--- src/rtl/ks_data_path_gen.sv ---
// K&S datapath: instruction/program-counter registers, register file,
// flag register, ALU and a sequential shift-add multiplier.

package k_and_s_pkg;
  typedef enum logic [3:0] {
    I_NOP, I_LOAD, I_STORE, I_MOVE,
    I_ADD, I_SUB, I_AND, I_OR, I_MUL,
    I_BRANCH, I_BZERO, I_BNEG, I_BOV, I_BNNEG, I_BNZERO,
    I_HALT
  } decoded_instruction_type;
endpackage

module ks_data_path_gen
  import k_and_s_pkg::*;
#(
  parameter int unsigned DATA_W = 16,
  parameter int unsigned ADDR_W = 5,
  parameter int unsigned REG_AW = 2
) (
  input  logic                    clk,
  input  logic                    rst_n,
  input  logic                    branch,
  input  logic                    pc_enable,
  input  logic                    ir_enable,
  input  logic                    addr_sel,
  input  logic                    c_sel,
  input  logic [2:0]              operation,
  input  logic                    write_reg_enable,
  input  logic                    flags_reg_enable,
  input  logic                    mul_start,
  output logic                    mul_busy,
  output logic                    mul_done,
  output decoded_instruction_type decoded_instruction,
  output logic                    zero_op,
  output logic                    neg_op,
  output logic                    unsigned_overflow,
  output logic                    signed_overflow,
  output logic [ADDR_W-1:0]       ram_addr,
  output logic [DATA_W-1:0]       data_out,
  input  logic [DATA_W-1:0]       data_in
);

  localparam int unsigned NREGS = 2**REG_AW;
  localparam int unsigned CNT_W = $clog2(DATA_W + 1);

  typedef enum logic [1:0] {M_IDLE, M_BUSY, M_DONE} mul_state_t;

  logic [DATA_W-1:0]   ir;
  logic [ADDR_W-1:0]   pc;
  logic [DATA_W-1:0]   regs [NREGS];
  logic [7:0]          opcode;
  logic [REG_AW-1:0]   f0, f1, f2, lreg;
  logic [ADDR_W-1:0]   madr, mem_addr;
  logic [REG_AW-1:0]   a_addr, b_addr, c_addr;
  logic [DATA_W-1:0]   bus_a, bus_b, bus_c, alu_out;
  logic [DATA_W:0]     sum;
  logic                uov_next, sov_next;
  logic                ir_unused_bits;

  mul_state_t          mstate;
  logic [2*DATA_W-1:0] mcand, product;
  logic [DATA_W-1:0]   mplier;
  logic [CNT_W-1:0]    count;

  assign opcode = ir[DATA_W-1 -: 8];
  assign f0     = ir[REG_AW-1:0];
  assign f1     = ir[2*REG_AW-1 -: REG_AW];
  assign f2     = ir[3*REG_AW-1 -: REG_AW];
  assign madr   = ir[ADDR_W-1:0];
  assign lreg   = ir[ADDR_W+REG_AW-1 -: REG_AW];
  assign ir_unused_bits = ^ir;

  // Instruction decode: opcode to instruction plus register/address fields
  always_comb begin
    decoded_instruction = I_NOP;
    a_addr   = '0;
    b_addr   = '0;
    c_addr   = '0;
    mem_addr = '0;
    case (opcode)
      8'h81: begin decoded_instruction = I_LOAD;  c_addr = lreg; mem_addr = madr; end
      8'h82: begin decoded_instruction = I_STORE; a_addr = lreg; mem_addr = madr; end
      8'h91: begin decoded_instruction = I_MOVE;  a_addr = f0; b_addr = f0; c_addr = f1; end
      8'hA1: begin decoded_instruction = I_ADD; a_addr = f0; b_addr = f1; c_addr = f2; end
      8'hA2: begin decoded_instruction = I_SUB; a_addr = f0; b_addr = f1; c_addr = f2; end
      8'hA3: begin decoded_instruction = I_AND; a_addr = f0; b_addr = f1; c_addr = f2; end
      8'hA4: begin decoded_instruction = I_OR;  a_addr = f0; b_addr = f1; c_addr = f2; end
      8'hA5: begin decoded_instruction = I_MUL; a_addr = f0; b_addr = f1; c_addr = f2; end
      8'h01: begin decoded_instruction = I_BRANCH; mem_addr = madr; end
      8'h02: begin decoded_instruction = I_BZERO;  mem_addr = madr; end
      8'h03: begin decoded_instruction = I_BNEG;   mem_addr = madr; end
      8'h05: begin decoded_instruction = I_BOV;    mem_addr = madr; end
      8'h0A: begin decoded_instruction = I_BNNEG;  mem_addr = madr; end
      8'h0B: begin decoded_instruction = I_BNZERO; mem_addr = madr; end
      8'hFF: decoded_instruction = I_HALT;
      default: ;
    endcase
  end

  assign bus_a    = regs[a_addr];
  assign bus_b    = regs[b_addr];
  assign bus_c    = c_sel ? data_in : alu_out;
  assign data_out = bus_a;
  assign ram_addr = addr_sel ? mem_addr : pc;

  // ALU result and overflow flags for the selected operation
  always_comb begin
    alu_out  = '0;
    sum      = '0;
    uov_next = 1'b0;
    sov_next = 1'b0;
    case (operation)
      3'b000: begin
        sum      = {1'b0, bus_a} + {1'b0, bus_b};
        alu_out  = sum[DATA_W-1:0];
        uov_next = sum[DATA_W];
        sov_next = (bus_a[DATA_W-1] == bus_b[DATA_W-1]) && (alu_out[DATA_W-1] != bus_a[DATA_W-1]);
      end
      3'b011: begin
        sum      = {1'b0, bus_a} + {1'b0, ~bus_b} + {{DATA_W{1'b0}}, 1'b1};
        alu_out  = sum[DATA_W-1:0];
        uov_next = ~sum[DATA_W];
        sov_next = (bus_a[DATA_W-1] != bus_b[DATA_W-1]) && (alu_out[DATA_W-1] != bus_a[DATA_W-1]);
      end
      3'b001: alu_out = bus_a & bus_b;
      3'b010: alu_out = bus_a | bus_b;
      3'b100: begin
        alu_out  = product[DATA_W-1:0];
        uov_next = |product[2*DATA_W-1:DATA_W];
      end
      default: ;
    endcase
  end

  // Register file write port
  always_ff @(posedge clk) begin
    if (!rst_n) begin
      for (int unsigned i = 0; i < NREGS; i++) regs[i] <= '0;
    end else if (write_reg_enable) begin
      regs[c_addr] <= bus_c;
    end
  end

  // Flag register
  always_ff @(posedge clk) begin
    if (!rst_n) begin
      zero_op           <= 1'b0;
      neg_op            <= 1'b0;
      unsigned_overflow <= 1'b0;
      signed_overflow   <= 1'b0;
    end else if (flags_reg_enable) begin
      zero_op           <= ~|alu_out;
      neg_op            <= alu_out[DATA_W-1];
      unsigned_overflow <= uov_next;
      signed_overflow   <= sov_next;
    end
  end

  // Program counter and instruction register, independently enabled
  always_ff @(posedge clk) begin
    if (!rst_n) begin
      pc <= '0;
      ir <= '0;
    end else begin
      if (pc_enable) pc <= branch ? mem_addr : pc + ADDR_W'(1);
      if (ir_enable) ir <= data_in;
    end
  end

  // Multiplier: one shift-add step per BUSY cycle, then an extra cycle on
  // the terminal count before DONE so mul_done lands DATA_W+1 edges after start
  always_ff @(posedge clk) begin
    if (!rst_n) begin
      mstate   <= M_IDLE;
      mcand    <= '0;
      mplier   <= '0;
      product  <= '0;
      count    <= '0;
      mul_busy <= 1'b0;
      mul_done <= 1'b0;
    end else begin
      case (mstate)
        M_IDLE: begin
          mul_done <= 1'b0;
          if (mul_start) begin
            mcand    <= {{DATA_W{1'b0}}, bus_a};
            mplier   <= bus_b;
            product  <= '0;
            count    <= '0;
            mul_busy <= 1'b1;
            mstate   <= M_BUSY;
          end
        end
        M_BUSY: begin
          if (count == CNT_W'(DATA_W)) begin
            mul_busy <= 1'b0;
            mul_done <= 1'b1;
            mstate   <= M_DONE;
          end else begin
            if (mplier[0]) product <= product + mcand;
            mcand  <= mcand << 1;
            mplier <= mplier >> 1;
            count  <= count + CNT_W'(1);
          end
        end
        M_DONE: begin
          mul_done <= 1'b0;
          mstate   <= M_IDLE;
        end
        default: mstate <= M_IDLE;
      endcase
    end
  end

endmodule

--- config.mk ---
export PLATFORM = sky130hd
export DESIGN_NAME = ks_data_path_gen
export DESIGN_NICKNAME = d
export VERILOG_FILES = /design/src/rtl/ks_data_path_gen.sv
export SDC_FILE = /design/constraint.sdc
export NUM_CORES = 1
export LEC_CHECK = 0
export CORE_ASPECT_RATIO = 1.75
export CORE_MARGIN = 2
export CORE_UTILIZATION = 45
export CTS_CLUSTER_DIAMETER = 120
export DETAILED_ROUTE_END_ITERATION = 12
export PLACE_DENSITY_LB_ADDON = 0.1
export SYNTH_ARGS = -nofsm -noshare
export SYNTH_HDL_FRONTEND = slang
export SYNTH_SLANG_ARGS = --single-unit
export TNS_END_PERCENT = 20
--- constraint.sdc ---
create_clock -name clk -period 6.5 [get_ports clk]
set_input_delay 0.65 -clock clk [delete_from_list [all_inputs] [get_ports clk]]
set_output_delay 0.65 -clock clk [all_outputs]
set_load 0.01 [all_outputs]
==> flow_summary_export.csv <==
group,metric,value,unit
cells_and_area,drive_gt1_frac,0.0656,
cts,clk_pin_slew,0.07,ns
drt,drt-total-wl,38.1,mm
cells_and_area,multi_input_area,0.00730,mm2
worst_setup_path,crit_type,"reg2reg",
grt,grt_pass1_vias,10948,
cts,clk_latency,0.46,ns
logic_synthesis,ys_types,84,
worst_setup_path,crit_required,6.88,ns
sta,tns,0,ns
sta,hold_violations,0,
logic_synthesis,synth_edf_count,64,
die,io_pins,60,
grt,grt_pass1_wl,59.6,mm
grt,overflow,0,
cts,postCtsHoldBufs,0,
sta,grt_setup_unrepaired,"no",
grt,use_met2,0.503,
grt,grt_usage,0.270,
cts,cts_tree,"done",
drt,num_vias,11314,
placed_design,placed_cell_area,0.0131,mm2
drt,dr.pass1.iters,4,
cts,post_cts.resized_instances,0,
logic_synthesis,yosysWarnings,0,
sta,min_period_over_period,0.914,
logic_synthesis,synth_top_area_cell,"dfxtp_1",
worst_setup_path,endpoint_kind,"flop",
sta,setup_viol,0,
worst_setup_path,worst_setup_path_start_kind,"flop",
drt,viasPerCell,5.98,
drt,post-route-drc-count,0,
logic_synthesis,synth_top_area_frac,0.187,
sta,fmax,168,MHz
sta,timing.slew.headroom,0.266,
sta,worst_pin_slew,1.10,ns
grt,top_usage_layer,"met2",
die,die_h,221,um
cells_and_area,regArea,0.00418,mm2
placed_design,post-dp-hpwl,28.6,mm
cells_and_area,final.fill_count,2604,
logic_synthesis,syn_inst,1528,
cts,h-tree-depth,4,
worst_setup_path,cp_max_fo,12,
cts,cts_buffers,17,
drt,routedWlPerCell,20.1,um
worst_setup_path,max_stage_delay,0.63,ns
cts,cts-root-buf,"clkbuf_16",
cts,clock_path_buffers,2,
cells_and_area,nets,1668,
grt,grt_max_degree,88,
placed_design,portBuffers,59,
cts,postCtsSetupBuffers,0,
logic_synthesis,synth_nets,1640,
worst_setup_path,path_common_cell,"nand2_1",
cells_and_area,layout_common_cells,"nand2_1, nor2_1, dfxtp_1",
power_and_ir_drop,p_leak,5.71,nW
sta,drv_slew,0,
cells_and_area,design_area,0.0136,mm2
logic_synthesis,syn-mean-instance-area,7.93,um2
cts,cts_sinks,177,
worst_setup_path,cp_slowest_cell,"a2111oi_0",
job,drv_cap,0,
sta,min_period,5.94,ns
die,coreArea,0.0265,mm2
die,die_w,128,um
drt,dr.first_iter.drc_count,645,
grt,grt_use_met3,0.0319,
logic_synthesis,ys_ff_latch,177,
grt,grt.met1_usage,0.298,
logic_synthesis,yosysSeqAreaShare,0.345,
logic_synthesis,postSynth.asyncResetShare,0,
worst_setup_path,worstPathCellList,"or3_1, and4_1, a21oi_2, buf_4, nand2_1, nand2_1, nor2_1, a31oi_1, ha_1, fa_1, o21ba_2, o21ai_0, a2111oi_0, o31ai_1, a21oi_1, o221ai_1, a221o_1, or4_4, nor4_2, o2bb2ai_1",
die,die_area,0.0283,mm2
worst_setup_path,r2r_setup_slack,0.56,ns
hold_path,hold_class,"reg2reg",
sta,clock_skew,0.0110,ns
die,fp-row-count,79,
power_and_ir_drop,p_per_area,204,mW/mm2
drt,ant_nets,0,
logic_synthesis,synthFlopType,"dfxtp_1",
die,initial_core_util,0.457,
cells_and_area,syn2layout_area_growth,12.5,%
grt,antenna_found_initial,0,
outcome,status,"finished, final reports clean",
placed_design,routabilityCongestion,0.934,
worst_setup_path,arrival,6.33,ns
cells_and_area,layout_commonest_cell,"nand2_1",
cells_and_area,diodes,0,
logic_synthesis,syn-cell-area,0.0121,mm2
power_and_ir_drop,ir_drop,0.000210,V
logic_synthesis,ys_top_cells_by_area,"dfxtp_1, edfxtp_1, nand2_1",
[where the power goes]
part           switching, mW  internal (mW)  total (mW)
clock                  0.457          0.530       0.987
combinational          0.346          0.206       0.552
sequential            0.0411           1.20        1.24
[cell families (layout without fill, tap and decap cells)]
kind of cell	count (synthesis)	count (layout)	synth area share
AOI/OAI and AO/OA	385	385	0.215
xor gates and xnor gates	35	35	0.0253
adders and majority gates	83	83	0.0876
buffers and inverters	169	210	0.0538
DFF	177	177	0.345
muxes	37	37	0.0352
and+or+nand+nor	642	642	0.238
[critical path: cells and delay by family, from the launching register on]
family / cells / cell delay [ns]
buf+inv: 1 / 0.22
compound gates: 10 / 3.09
fa+ha+maj: 2 / 0.50
simple gates: 7 / 1.63
flops: 1 / 0.43
[cell usage after synthesis (all sizes together), types with 10 or more instances]
cell type and count:
a211oi 12, a21o 26, a21oi 111, a22oi 11, a311oi 24, a31oi 31
and2 13, and3 10, buf 13, clkbuf 75, dfxtp 113, edfxtp 64
ha 80, inv 81, mux2i 28, nand2 285, nand2b 19, nand3 79
nand4 12, nor2 164, o211ai 24, o21ai 53, o31ai 10, xnor2 22
xor2 13
[flip-flops by register name (all words and copies together), names as in the netlist, 2 cells and up]
register	flops
regs	64
product	32
count	5
ir	15
mstate	2
mplier	16
pc	5
mcand	32
[through the flow]
step                      total power [mW]  utilization  hold WS, ns  setup slack, ns  cells
after CTS                             2.79        0.514        0.465            0.449   1893
final                                 2.78        0.514        0.462            0.558   1893
after global placement                1.81        0.493        0.443            0.533   1861
after detailed placement              1.81        0.493        0.455            0.471   1861
after global routing                  2.90        0.514        0.499            0.139   1893
after floorplan                       1.62            -        0.449             1.07   1528
[cell type report]
type / instances / share of cell area
clock buffers: 21 / 0.0353
clock inverters: 11 / 0.00560
inverters: 81 / 0.0224
multi-input cells: 1182 / 0.536
flip-flops and latches: 177 / 0.307
well taps: 324 / 0.0297
repair buffers: 97 / 0.0643
[routing by layer]
layer	share of wire	vias up	wire, um
li1	-	5499	-
met5	0	-	0
met2	0.53	321	20300
met4	0.044	0	1690
met1	0.38	5417	14600
met3	0.040	77	1530
[path summary, 6_finish.rpt]
kind | startpoint | end | depth (start not counted)
setup / recovery | ir[9] | zero_op | 20
hold / removal | mul_done | mul_done | 2
setup reg to reg | ir[9] | zero_op | 20
hold reg to reg | mul_done | mul_done | 2
No activity file was read; power rests on OpenSTA's default activity.
==> variant: new RTL, same settings <==
Change the parameter `DATA_W` from 16 to 32.
--- a/src/rtl/ks_data_path_gen.sv
+++ b/src/rtl/ks_data_path_gen.sv
@@ -14,5 +14,5 @@
   import k_and_s_pkg::*;
 #(
-  parameter int unsigned DATA_W = 16,
+  parameter int unsigned DATA_W = 32,
   parameter int unsigned ADDR_W = 5,
   parameter int unsigned REG_AW = 2
Ports: changed (resized data_in and data_out); port bits go from 60 to 92. The function was not compared with the original's and may differ.
==> variant against the unedited design <==
  * Cell area rose by 100%
  * Sequential share of layout area shrank 2.3 points
  * Critical path type unchanged
  * Power is 94% higher
  * Sequential cell count increased by 145
  * Critical endpoint is now regs[0][30]
  * Setup slack worse by 380 ps
  * Highest routed layer unchanged
  * Wire length increased by 120%
  * Area after synthesis grew 94%
  * Count of clock-buffer cells in the layout grew 23
==> variant: results (changes against the unedited design) <==
====================================================================
Result of the run                                          completed   unchanged
Met1 layer wirelength in the final routing              33000 microns   was 14600 microns
Registers with the most flip-flops                      regs: 128 flops, mcand: 64 flops, product: 64 flops   was regs: 64 flops, mcand: 32 flops, product: 32 flops
Syn Nets                                                        3085   was 1640
Post-detailed-placement cell area                        25800 sq um   was 13100 sq um
Peak VDD IR                                                 0.217 mV   was 0.210 mV
Critical-path cell with the highest stage delay         sky130_fd_sc_hd__or4b_4   was sky130_fd_sc_hd__a2111oi_0
Post-DR wirelength/cell                                 22.4 microns   was 20.1 microns
Layout cells sized above 1                                     0.115   was 0.0656
Net total in the final layout                                   3206   was 1668
Longest individual stage delay on the worst path              550 ps   was 630 ps
Vias in the first global route                                 22.2k   was 10.9k
Number of synthesized flops with an enable pin                   128   was 64
Met1 usage                                                     0.354   was 0.298
Distinct cell type count of the synthesized netlist               92   was 84
Wire length of the first global-routing pass            127000 microns   was 59600 microns
Static leakage                                             0.0120 uW   was 0.00571 uW
Top post-synthesis cells by area                        sky130_fd_sc_hd__dfxtp_1, sky130_fd_sc_hd__edfxtp_1, sky130_fd_sc_hd__ha_1, sky130_fd_sc_hd__a21oi_1, sky130_fd_sc_hd__nand2_1   was sky130_fd_sc_hd__dfxtp_1, sky130_fd_sc_hd__edfxtp_1, sky130_fd_sc_hd__nand2_1, sky130_fd_sc_hd__ha_1, sky130_fd_sc_hd__nor2_1
Number of CTS-inserted buffers                                    34   was 17
Synth Area in XOR/XNOR                                        0.0258   was 0.0253
Relative max-transition margin                                 0.258   was 0.266
Met2 wire length                                        41500 microns   was 20300 microns
Final Wtd Congestion                                           0.968   was 0.934
DRT iter0 DRCs                                                  1650   was 645
Detailed Routing Iterations Pass 1                                 5   was 4
Compound-gate portion of the synthesized area                  0.256   was 0.215
Clock latency at the later pin of the worst-skew pair         540 ps   was 460 ps
Met3 routing resource usage after global routing              0.0265   was 0.0319
Post-synthesis mux area share                                 0.0452   was 0.0352
Maximum count of clock buffers along a single path                 3   was 2
IO Port Bufs                                                      91   was 59
Post-Synth Adder-Cell Area                                    0.0879   was 0.0876
Met2 track demand over resource                                0.537   was 0.503
Final HPWL from detailed placement                      61800 microns   was 28600 microns
CTS H-Tree Depth                                                   2   was 4
Data arrival time at the worst-slack endpoint                6700 ps   was 6330 ps
Filler Cells Inserted                                           4976   was 2604
====================================================================
==> variant: metrics by stage <==
step / hold WS (ps) / std cells / setup TNS (ps) / setup slack, ps
after floorplan: 450 / 2877 / 0 / 1.97
after CTS: 486 / 3690 / -4.44 / -4.44
after detailed placement: 469 / 3617 / -1860 / -480
after global placement: 467 / 3617 / -797 / -445
final: 481 / 3695 / 0 / 176
after global routing: 500 / 3695 / -137 / -31.5
==> variant: kinds of logic after synthesis <==
kind of cell	after synthesis
AO/OA/AOI/OAI	898
XOR/XNOR	69
adder cells (fa/ha/maj)	163
buffers and inverters	328
flip-flops	322
multiplexers	102
AND/OR/NAND/NOR	995
==> variant: worst paths after layout <==
kind / from / endpoint / slack (ps) / cells past startpoint
worst max register to register: ir[27] / regs[0][30] / 180 / 25
worst max-delay path: ir[27] / regs[0][30] / 180 / 25
worst min-delay path: product[49] / product[49] / 480 / 2
worst min register to register: product[49] / product[49] / 480 / 2
==> variant: power breakdown <==
group / total (uW) / switching (uW) / internal [uW]
Clock: 1920 / 843 / 1070
Sequential: 2240 / 55.6 / 2180
Combinational: 1250 / 758 / 488
==> variant: final cells by class <==
| type | count | area, sq um | share of cell area |
|---|---|---|---|
| multi-input combinational | 2227 | 14800 | 0.542 |
| sequential | 322 | 7730 | 0.284 |
| timing repair buffer | 268 | 2300 | 0.0842 |
| clock buffer | 44 | 945 | 0.0347 |
| tap | 672 | 841 | 0.0308 |
| inverter | 145 | 553 | 0.0203 |
| clock inverter | 17 | 126 | 0.00464 |
==> variant: repair_timing <==
item | 4_1_cts | 5_1_grt
buffers inserted | 12 | 5
pin swaps | 20 | 23
endpoints found under the setup margin | 19 | 25
resized for setup | 45 | 28
